### config.mk
export PLATFORM = sky130hd
export DESIGN_NAME = sha3512_digest_streamer
export DESIGN_NICKNAME = d
export VERILOG_FILES = /design/src/rtl/sha3512_pkg.sv /design/src/rtl/sha3512_word_mux.sv /design/src/rtl/sha3512_digest_streamer.sv
export SDC_FILE = /design/constraint.sdc
export NUM_CORES = 1
export LEC_CHECK = 0
export BUFFER_PORTS_ARGS = -buffer_cell sky130_fd_sc_hd__buf_4
export CELL_PAD_IN_SITES_DETAIL_PLACEMENT = 1
export CELL_PAD_IN_SITES_GLOBAL_PLACEMENT = 2
export CORE_ASPECT_RATIO = 0.6
export CORE_UTILIZATION = 32
export CTS_CLUSTER_SIZE = 20
export DETAILED_ROUTE_END_ITERATION = 8
export PLACE_DENSITY_LB_ADDON = 0.15
export SETUP_SLACK_MARGIN = 0.3
export SLEW_MARGIN = 20
export SYNTH_ARGS = -nofsm -noshare
export SYNTH_HDL_FRONTEND = slang
export SYNTH_SLANG_ARGS = --single-unit
### constraint.sdc
create_clock -name inClk -period 1.75 [get_ports inClk]
set_input_delay 0.35 -clock inClk [delete_from_list [all_inputs] [get_ports inClk]]
set_output_delay 0.35 -clock inClk [all_outputs]
set_load 0.005 [all_outputs]
### src/rtl/sha3512_pkg.sv
// -----------------------------------------------------------------------------
// sha3512_pkg
//
// Shared definitions for the SHA3-512 output path.
//   - Keccak state / output register / digest widths.
//   - stream_state_t: state encoding of the digest streamer FSM.
//   - byte_swap(): reverses the byte order inside a lane of up to 64 bits.
//
// Optional build macro used by files importing this package:
//   SHA3512_STREAM_BYTESWAP_EN  (byte-reverse each streamed beat)
// -----------------------------------------------------------------------------
package sha3512_pkg;

  localparam int SHA3_STATE_W  = 1600;
  localparam int SHA3_OUT_W    = 576;
  localparam int SHA3_DIGEST_W = 512;

  typedef enum logic {
    IDLE   = 1'b0,
    STREAM = 1'b1
  } stream_state_t;

  // Reverse the order of the lowest nbytes bytes of w. Byte 0 of the lane
  // lands in the most significant byte position of the nbytes-wide result.
  // Bits above nbytes*8 in the result are zero.
  function automatic logic [63:0] byte_swap(input logic [63:0] w,
                                            input int          nbytes);
    logic [63:0] r;
    r = '0;
    for (int i = 0; i < 8; i++) begin
      if (i < nbytes) begin
        r[8*(nbytes-1-i) +: 8] = w[8*i +: 8];
      end
    end
    return r;
  endfunction

endpackage : sha3512_pkg

### src/rtl/sha3512_word_mux.sv
// -----------------------------------------------------------------------------
// sha3512_word_mux
//
// Combinational beat selector: picks word number `cnt` out of the captured
// digest (least-significant word first) and optionally byte-reverses it.
//
// Build macro: SHA3512_STREAM_BYTESWAP_EN
//   defined   -> byte 0 of the lane goes to word[WORD_W-1:WORD_W-8]
//   undefined -> lane bytes pass through in keccak little-endian order
//
// Ports:
//   capture  input  DIGEST_W  captured digest
//   cnt      input  CNT_W     beat index, always < DIGEST_W/WORD_W
//   word     output WORD_W    selected (and optionally swapped) beat
// -----------------------------------------------------------------------------
module sha3512_word_mux
  import sha3512_pkg::*;
#(
  parameter int WORD_W   = 64,
  parameter int DIGEST_W = 512,
  parameter int CNT_W    = 3
) (
  input  logic [DIGEST_W-1:0] capture,
  input  logic [CNT_W-1:0]    cnt,
  output logic [WORD_W-1:0]   word
);

  logic [WORD_W-1:0] word_raw;

  // The counter never exceeds NBEATS-1, so the indexed slice stays in range.
  always_comb begin
    word_raw = capture[int'(cnt)*WORD_W +: WORD_W];
  end

`ifdef SHA3512_STREAM_BYTESWAP_EN
  logic [63:0] lane_ext;
  logic [63:0] lane_swapped;

  // Zero-extend to the 64-bit helper width, swap, then take the low WORD_W.
  always_comb begin
    lane_ext               = '0;
    lane_ext[WORD_W-1:0]   = word_raw;
    lane_swapped           = byte_swap(lane_ext, WORD_W / 8);
    word                   = lane_swapped[WORD_W-1:0];
  end
`else
  always_comb begin
    word = word_raw;
  end
`endif

endmodule : sha3512_word_mux

### src/rtl/sha3512_digest_streamer.sv
// -----------------------------------------------------------------------------
// sha3512_digest_streamer
//
// Captures the 512-bit digest from the low bits of the 576-bit coprocessor
// output register and serialises it as NBEATS beats of WORD_W bits over a
// valid/ready stream, least-significant word first.
//
// Handshake: a beat transfers on a rising edge where outValid && inReady.
// Once outValid is high it stays high, with outWord/outLast held stable,
// until that beat transfers; valid is never withdrawn by the streamer.
//
// Build macro: SHA3512_STREAM_BYTESWAP_EN (byte-reverse each beat).
//
// Ports:
//   inClk       input   1        clock, rising edge
//   inRstN      input   1        asynchronous active-low reset
//   inInit      input   1        synchronous clear, aborts any stream
//   inStart     input   1        digest on inData valid this cycle
//   inData      input   576      output register, bits 575:512 ignored
//   inReady     input   1        consumer ready
//   outValid    output  1        beat valid
//   outWord     output  WORD_W   beat data
//   outLast     output  1        final beat marker
//   outBusy     output  1        a digest is held
//   outDone     output  1        pulse the cycle after the final transfer
//   outOverrun  output  1        sticky: inStart arrived while busy
//   outState    output  1        FSM state (debug visibility)
// -----------------------------------------------------------------------------
module sha3512_digest_streamer
  import sha3512_pkg::*;
#(
  parameter int WORD_W   = 64,
  parameter int DIGEST_W = SHA3_DIGEST_W,
  parameter int NBEATS   = DIGEST_W / WORD_W
) (
  input  logic                  inClk,
  input  logic                  inRstN,
  input  logic                  inInit,
  input  logic                  inStart,
  input  logic [SHA3_OUT_W-1:0] inData,
  input  logic                  inReady,
  output logic                  outValid,
  output logic [WORD_W-1:0]     outWord,
  output logic                  outLast,
  output logic                  outBusy,
  output logic                  outDone,
  output logic                  outOverrun,
  output stream_state_t         outState
);

  localparam int CNT_W = (NBEATS > 1) ? $clog2(NBEATS) : 1;
  localparam logic [CNT_W-1:0] LAST_CNT = CNT_W'(NBEATS - 1);

  stream_state_t       state;
  logic [CNT_W-1:0]    cnt;
  logic [DIGEST_W-1:0] capture;
  logic                done_q;
  logic                overrun_q;

  logic                is_last;
  logic                xfer;
  logic                final_xfer;
  logic [WORD_W-1:0]   mux_word;

  // Padding bits of the output register are deliberately not used.
  logic unused_pad;
  assign unused_pad = ^inData[SHA3_OUT_W-1:DIGEST_W];

  assign is_last    = (state == STREAM) && (cnt == LAST_CNT);
  assign xfer       = (state == STREAM) && inReady;
  assign final_xfer = xfer && is_last;

  sha3512_word_mux #(
    .WORD_W   (WORD_W),
    .DIGEST_W (DIGEST_W),
    .CNT_W    (CNT_W)
  ) u_word_mux (
    .capture (capture),
    .cnt     (cnt),
    .word    (mux_word)
  );

  always_ff @(posedge inClk or negedge inRstN) begin
    if (!inRstN) begin
      state     <= IDLE;
      cnt       <= '0;
      capture   <= '0;
      done_q    <= 1'b0;
      overrun_q <= 1'b0;
    end else if (inInit) begin
      // Clear wins over everything, including a coincident inStart.
      state     <= IDLE;
      cnt       <= '0;
      capture   <= '0;
      done_q    <= 1'b0;
      overrun_q <= 1'b0;
    end else begin
      done_q <= final_xfer;
      case (state)
        IDLE: begin
          if (inStart) begin
            capture <= inData[DIGEST_W-1:0];
            cnt     <= '0;
            state   <= STREAM;
          end
        end
        STREAM: begin
          if (final_xfer) begin
            cnt <= '0;
            // A start on the final transfer chains straight into a new
            // digest with no idle bubble.
            if (inStart) begin
              capture <= inData[DIGEST_W-1:0];
              state   <= STREAM;
            end else begin
              state   <= IDLE;
            end
          end else begin
            if (xfer) begin
              cnt <= cnt + CNT_W'(1);
            end
            // Any other start while a digest is held is dropped and flagged.
            if (inStart) begin
              overrun_q <= 1'b1;
            end
          end
        end
        default: begin
          state <= IDLE;
          cnt   <= '0;
        end
      endcase
    end
  end

  assign outValid   = (state == STREAM);
  assign outBusy    = (state == STREAM);
  assign outLast    = is_last;
  assign outWord    = (state == STREAM) ? mux_word : '0;
  assign outDone    = done_q;
  assign outOverrun = overrun_q;
  assign outState   = state;

endmodule : sha3512_digest_streamer

==> results.md, run 1 <==
- The run finished, with violations left.
- The final reports fail on negative setup slack.
- The placement-stage worst setup slack is -0.410 ns.
- At the worst endpoint, the required time is 1.40 ns.
- Clock skew on the completed layout was measured at around 0.024 ns.
- The biggest fanout along the worst timing path is 6.
- In the layout the commonest cells are 667 x sky130_fd_sc_hd__buf_4, 515 x sky130_fd_sc_hd__dlygate4sd3_1, 514 x sky130_fd_sc_hd__dfrtp_1.
- In this run the number of H-tree levels came out at 2.
- The total length of routed wires is 112 mm.
- The power density relative to cell area is about 750 nW/um^2.
- The post-detailed-route wirelength per cell is roughly 28 um.
- The clock buffer count from CTS is 52.
- The post-placement cell count is between 3000 and 4000.
- The total overflow left after global routing is 0.
- The die covers 73100 sq um.
- The area growth from synthesis to layout is 82.0%.
- The root buffer cell is sky130_fd_sc_hd__clkbuf_16.
- approximately 650 I/O pins were placed.
- The library cell used most frequently in the layout, excluding fill and tap cells, is sky130_fd_sc_hd__buf_4.
- The die is 348 um wide.
- For this block, the via count after detailed routing is about 22000.
- The share of the clock period used by the worst path is 159%.
- The remaining design rule violation count is 0.
- Clock-pin slew was measured on the worst setup and hold paths at 0.07 ns.
- The clock latency at the later pin of the worst-skew pair is a little over 0.6 ns.
- Across the VDD grid, the largest voltage drop is 0.844 mV.
- Timing would allow up to 360 MHz.
- The floorplan has 75 rows.
- In this run, distinct cell masters in the synthesized netlist total 32.
- The number of sinks driven by the clock tree is 518.
- The static leakage power is just under 20 nW.
- The number of max-slew violations in the final report was 0.
- The smallest clock period supported by the final layout is computed as ~2.8 ns.
- The detailed placer's ending HPWL is between 60 and 70 mm.
- The number of iterations in the first detailed-routing pass is 5.
- Global routing consumed, over all layers together, approximately a quarter of the routing resources.
- Each instance of the synthesized netlist takes up on average roughly 14 sq um.
- The share of post-route cells with drive strength above 1 is a little over two fifths.
- After synthesis, flip-flops and latches occupy between 50% and 60% of the total area.
- The pin count of the biggest net entering global routing is 69.
- The endpoint class of the critical path is a primary output.
- STA classifies the critical path startpoint as a flip-flop.
- The worst hold path class is input pin to flip-flop.
- The filler cells instantiated in the layout total roughly 6800.
- For this run, the number of Yosys warnings is 0.
- The via count of the first global-routing pass came to between 20000 and 25000.
- The initial antenna violation count was 21.
- Synthesis produced a netlist whose cell count is roughly 1600.
- The residual antenna-violating net count after detailed routing is 0.
- The number of non-filler instances in the completed layout is ~4000.
- The first global-routing pass estimated 144 mm of wire.
- The core box area is 70600 sq um.
- The iteration-0 DRC count of the detailed router is roughly 1400.
- Summed over all failing endpoints, the final setup total negative slack is -428.34 ns.
- The data arrival time of the worst path is between 2 and 2.5 ns.
- The post-route core utilization is between 50% and 60%.
- The critical path is of the flip-flop to primary output type.
- Setup repair after global routing could not meet its margin everywhere.
- The clock tree from TritonCTS is done.
- The count of buffers added on input and output ports is around 590.
- Across all setup checks in the final design, the least slack found is -1.03 ns.
- The number of buffers on the longest clock path is 3.
- The placer's final routability congestion estimate is 0.800.
- The vertical die dimension is ~210 um.
- The number of setup violations in the final report is between 500 and 600.
- The post-synthesis instance area is 23000 sq um.
- The number of endpoints with negative hold slack in the final report is 0.
- For this configuration, the core starts out at a cell density of approximately a third.
- The actual transition at the worst max-transition pin is ~0.41 ns.
- The synthesized design contains 518 register bits.
- The tightest slew margin relative to the limit is between 70 and 80%.
- Across the run, the number of max-cap violations was 0.
- The average vias per placed instance is roughly 5.4.
- The net count of the mapped netlist is 2193.
- The net total in the final layout is between 3000 and 4000.
- Across all hold checks on the routed design, the worst slack comes to 0.0598 ns.
==> final timing paths <==
kind	depth (start not counted)	slack, ns	start	to
setup / recovery	9	-1.03	cnt[1]	outWord[20]
hold / removal	3	0.06	inReady	outDone
setup reg to reg	13	-0.82	cnt[2]	capture[474]
hold reg to reg	1	0.50	capture[130]	capture[130]
max in group asynchronous	4	0.71	inRstN	capture[134]
min in group asynchronous	2	0.19	inRstN	capture[304]
==> layout make-up <==
cell class | count | area, sq um | area share [%]
Timing Repair Buffer | 1494 | 16500 | 39.4
Sequential cell | 518 | 13000 | 30.9
Multi-Input combinational cell | 855 | 9190 | 21.9
Clock buffer | 74 | 1520 | 3.61
Tap cell | 962 | 1200 | 2.87
Inverter | 65 | 260 | 0.621
Clock inverter | 19 | 210 | 0.501
Antenna cell | 17 | 42.5 | 0.101
==> state kept, by name, indices dropped and copies added, names as in the netlist <==
signal,cells
outOverrun,1
outBusy,1
outDone,1
capture,512
cnt,3
==> Yosys cell counts (all sizes together) <==
master | n | share of area [%]
dfrtp | 518 | 56
a22o | 512 | 19
buf | 140 | 4.9
mux2i | 65 | 2.8
a221oi | 64 | 3.4
mux2 | 64 | 3.1
mux4 | 64 | 6.3
o21ai | 64 | 1.4
inv | 45 | 0.73
clkbuf | 32 | 0.54
clkinv | 20 | 0.33
nor2 | 5 | 0.092
a21oi | 3 | 0.065
nand2 | 3 | 0.049
ha | 2 | 0.11
a21boi | 1 | 0.081
a32oi | 1 | 0.038
and2 | 1 | 0.027
nand2b | 1 | 0.027
nand4b | 1 | 0.038
nor3 | 1 | 0.071
nor3b | 1 | 0.033
o21ba | 1 | 0.043
or3 | 1 | 0.027
==> power by group <==
| group | switching (mW) | internal [mW] |
|---|---|---|
| sequential | 0.457 | 12.7 |
| clock | 5.26 | 6.61 |
| combinational | 2.65 | 3.84 |
==> per-layer routing <==
layer | global-route usage [%] | part of all wire [%] | vias to the layer above
met5 | 0 | 0.058 | -
met4 | 6.85 | 2.1 | 10
met3 | 4.73 | 5.8 | 186
met2 | 41.8 | 48 | 810
met1 | 35.9 | 44 | 11300
li1 | - | - | 9174
==> cell families (layout without fill, tap and decap cells) <==
family	Yosys count	after routing	synth area share, %
DFF	518	518	56.3
other	0	17	0
muxes	193	193	12.2
buffers and inverters	237	1652	6.51
adders and majority gates	2	2	0.109
and+or+nand+nor	14	14	0.364
AOI/OAI and AO/OA	646	646	24.5
==> timing repair <==
item,CTS,global route
hold buffers,515,0
endpoints found under the hold margin,800,0
resized for setup,165,201
setup endpoints to repair,587,588
setup buffers,24,61
pin swaps,38,286
cloned,19,117
==> critical path, cell delays in order, from the launching register on <==
cell                       delay [ns]
sky130_fd_sc_hd__dfrtp_4         0.56
sky130_fd_sc_hd__buf_12          0.17
sky130_fd_sc_hd__nand2b_4        0.10
sky130_fd_sc_hd__buf_12          0.13
sky130_fd_sc_hd__buf_12          0.16
sky130_fd_sc_hd__buf_12          0.14
sky130_fd_sc_hd__buf_12          0.10
sky130_fd_sc_hd__o21ai_2         0.05
sky130_fd_sc_hd__a221oi_2        0.22
sky130_fd_sc_hd__buf_4           0.16
==> metrics by stage <==
| step | area (sq um) | power [mW] |
|---|---|---|
| 4_1_cts | 37900 | 30.2 |
| 2_1_floorplan | 23300 | 14.9 |
| 3_5_place_dp | 29900 | 17.1 |
| 3_3_place_gp | 29900 | 17.0 |
| 5_1_grt | 41900 | 32.4 |
| 6_report | 41900 | 31.5 |
No activity file was read; power rests on OpenSTA's default activity.
==> run 2: changes to the inputs <==
- PLACE_DENSITY_LB_ADDON: 0.15 -> 0.1
==> results.md, run 2 (same netlist as run 1, synthesis figures left out) <==
- Outcome: finished, violations left (unchanged).
- Violated checks: negative setup slack (unchanged).
- The reg-to-reg setup timing slack came to -0.98 ns (was -0.82 ns).
- The post-detailed-route wirelength per cell came to 27.0 um (was 28.1 um).
- The global routing usage summed across all routing layers was 27.5% (was 25.9%).
- The iteration-0 DRC count of the detailed router is 1318 (was 1396).
- The worst hold path class was input pin to flip-flop (unchanged).
- The cell-internal power is 22.3 mW (was 23.1 mW).
- The reported net switching power is 7.97 mW (was 8.37 mW).
- The remaining design rule violation count is 0 (unchanged).
- The vertical die dimension came to 210 um (unchanged).
- The power share of the clock group is 36.6% (was 37.7%).
- The area of the multi-input gates was 9230 sq um (was 9190 sq um).
- The average vias per placed instance is 5.26 (was 5.37).
- The largest stage delay on the critical path came to 0.51 ns (was 0.56 ns).
- Cell Chain, Critical Path: buf_6 -> buf_12 -> buf_6 -> mux2_2 -> o21ai_1 -> buf_4 -> a221oi_4 -> buf_4 (was buf_12 -> nand2b_4 -> buf_12 -> buf_12 -> buf_12 -> buf_12 -> o21ai_2 -> a221oi_2 -> buf_4).
- The clock buffer count from CTS came to 52 (unchanged).
- The combinational fraction of design power came to 20.2% (was 20.6%).
- The area of the die is 73100 sq um (unchanged).
- The routed via count came to 20700 (was 21500).
- The CTS clock-pin slew for the worst setup and hold paths is 0.06 ns (was 0.07 ns).
- The share of post-route cells with drive strength above 1 was 42.5% (was 43.6%).
- The endpoint class of the critical path is a primary output (unchanged).
- The clock tree from TritonCTS is done (unchanged).
- The share of the clock period used by the worst path came to 158% (was 159%).
- The post-route core utilization came to 57.6% (was 59.4%).
- The number of maximum-capacitance constraint violations is 0 (unchanged).
- The area added between synthesis and finish is 76.6% (was 82.0%).
- The worst-case clock skew was 0.0140 ns (was 0.0237 ns).
- Highest-count cells in the layout ignoring fill and taps: 671 x sky130_fd_sc_hd__buf_4, 514 x sky130_fd_sc_hd__dfrtp_1, 513 x sky130_fd_sc_hd__dlygate4sd3_1 (was 667 x sky130_fd_sc_hd__buf_4, 515 x sky130_fd_sc_hd__dlygate4sd3_1, 514 x sky130_fd_sc_hd__dfrtp_1).
- The critical path class is flip-flop to primary output (unchanged).
- The detailed placer's ending HPWL is 61.1 mm (was 60.6 mm).
- The sequential fraction of design power came to 43.2% (was 41.7%).
- The root buffer cell is sky130_fd_sc_hd__clkbuf_16 (unchanged).
- The clock period minus final worst setup slack is 2.76 ns (was 2.78 ns).
- The residual antenna-violating net count after detailed routing is 0 (unchanged).
- The via count of the first global-routing pass is 23000 (was 22600).
- The switching power as a share of total power is 26.3% (was 26.6%).
- The net total in the final layout is 3521 (was 3569).
- The clock latency at the later pin of the worst-skew pair is 0.61 ns (was 0.62 ns).
- The total grt overflow came to 0 (unchanged).
- Biggest registers after layout: capture x512, cnt x3 (unchanged).
- The wire length of the first global-routing pass was 151 mm (was 144 mm).
- The pin count of the biggest net entering global routing is 86 (was 69).
- The biggest fanout along the worst timing path is 9 (was 6).
- The worst path required time is 1.40 ns (about the same).
- The number of iterations in the first detailed-routing pass is 5 (unchanged).
- The static leakage power came to 18.7 nW (was 19.2 nW).
- The initial antenna violation count is 7 (was 21).
- The tightest slew margin relative to the limit was 58.2% (was 72.9%).
- The placement-stage worst setup slack is -0.491 ns (was -0.410 ns).
- The family with the most delay on the worst path was buffers and inverters (unchanged).
- The maximum level of the CTS H-tree is 2 (unchanged).
- The flip-flop count of the largest register after layout came to 512 (unchanged).
- The number of max-slew violations in the final report was 0 (unchanged).
- The data arrival time of the worst path came to 2.41 ns (was 2.43 ns).
- The critical-path cell with the highest stage delay is sky130_fd_sc_hd__dfrtp_4 (unchanged).
- The number of standard-cell rows in the floorplan is 75 (unchanged).
- The number of setup violations in the final report was 584 (unchanged).
- The count of buffers from port buffering is 586 (unchanged).
- The launching element type of the critical path is a flip-flop (unchanged).
- The initial core utilization is 32.6% (unchanged).
- The worst IR drop on VDD is 0.588 mV (was 0.844 mV).
- The number of buffers on the longest clock path was 3 (unchanged).
- The maximum clock rate is 362 MHz (was 360 MHz).
- The setup slack after layout is -1.01 ns (was -1.03 ns).
- The power density relative to cell area is 745 nW/um^2 (was 751 nW/um^2).
- The core box area came to 70600 sq um (unchanged).
- The most frequent standard cell in the layout excluding fill and tap cells was sky130_fd_sc_hd__buf_4 (unchanged).
- The number of endpoints with negative hold slack in the final report is 0 (unchanged).
- The number of fillers in the final layout is 6857 (was 6772).
- The x dimension of the die came to 348 um (unchanged).
- The actual transition at the worst max-transition pin was 0.628 ns (was 0.406 ns).
- The number of sinks driven by the clock tree is 518 (unchanged).
- The area taken by flip-flops and latches came to 13000 sq um (about the same).
- The largest register by flop count is capture (unchanged).
- Unrepaired setup endpoints after global routing: yes (unchanged).
- The placer's final routability congestion estimate was 0.799 (was 0.800).
- The total length of routed wires is 106 mm (was 112 mm).
- The number of top-level design ports is 651 (unchanged).
- The combined buffer and inverter count along the critical path is 5 (was 6).
## run 2: cell types whose count changed in the layout (fill, tap and decap cells not counted), sizes merged, moves of 4 or more
cell	previous run	this run
buf	887	896
bufinv	4	0
diode	17	7
clkinv	28	23
clkbuf	166	111
## run 2: metal layers
metal	up-vias	share of wire (%)	track usage (%)
li1	9053	-	-
met1	10900	45	38.1
met2	588	48	44.5
met3	121	4.7	5.31
met4	4	1.7	6.53
met5	-	0.029	0
## run 2: power by group through the flow
stage | registers [mW] | clock network, mW | logic, mW
after global routing | 13.2 | 11.8 | 6.44
after CTS | 13.1 | 11.3 | 5.52
after global placement | 13.3 | 0 | 3.71
after detailed placement | 13.3 | 0 | 3.77
final | 13.1 | 11.1 | 6.12
after floorplan | 13.1 | 0 | 1.74
## run 2: repair_timing
item                                   in CTS  in global routing
gates cloned                               47                 41
buffers inserted                           70                 42
endpoints found under the hold margin     614                  0
pin swaps                                  85                221
setup endpoints to repair                 585                588
hold buffers                              513                  0
resized for setup                         237                143
## run 2: worst min-delay path, cell delays in order
cell	delay, ns
sky130_fd_sc_hd__buf_4	0.09
sky130_fd_sc_hd__buf_4	0.10
sky130_fd_sc_hd__nor2_1	0.04
sky130_fd_sc_hd__nor2_1	0.07
## run 2: through the flow
step           power [mW]  hold slack [ns]  std cells  setup TNS (ns)  area [sq um]
3_5_place_dp         17.1            0.269       3133         -218.01         29400
5_1_grt              31.4           0.0877       3937         -559.27         40700
2_1_floorplan        14.9           0.0544       1610               0         23300
6_report             30.3           0.0868       3939         -515.35         40700
3_3_place_gp         17.0            0.268       3133         -212.00         29400
4_1_cts              29.8           0.0540       3849         -493.06         38900
## run 2: path summary, 6_finish.rpt
| kind | depth (start not counted) | end | startpoint |
|---|---|---|---|
| worst max-delay path | 8 | outWord[3] | cnt[2] |
| worst min-delay path | 4 | outBusy | inStart |
| worst max register to register | 16 | capture[205] | cnt[1] |
| worst min register to register | 1 | capture[162] | capture[162] |
| max in group asynchronous | 4 | capture[210] | inRstN |
| min in group asynchronous | 2 | capture[50] | inRstN |
## run 2: final cells by class
cell class | instances | share of cell area, %
diodes | 7 | 0.0431
clock buffers | 76 | 3.82
clock inverters | 10 | 0.129
inverters | 65 | 0.621
multi-input cells | 855 | 22.7
flip-flops and latches | 518 | 31.9
well taps | 962 | 2.96
repair buffers | 1446 | 37.8
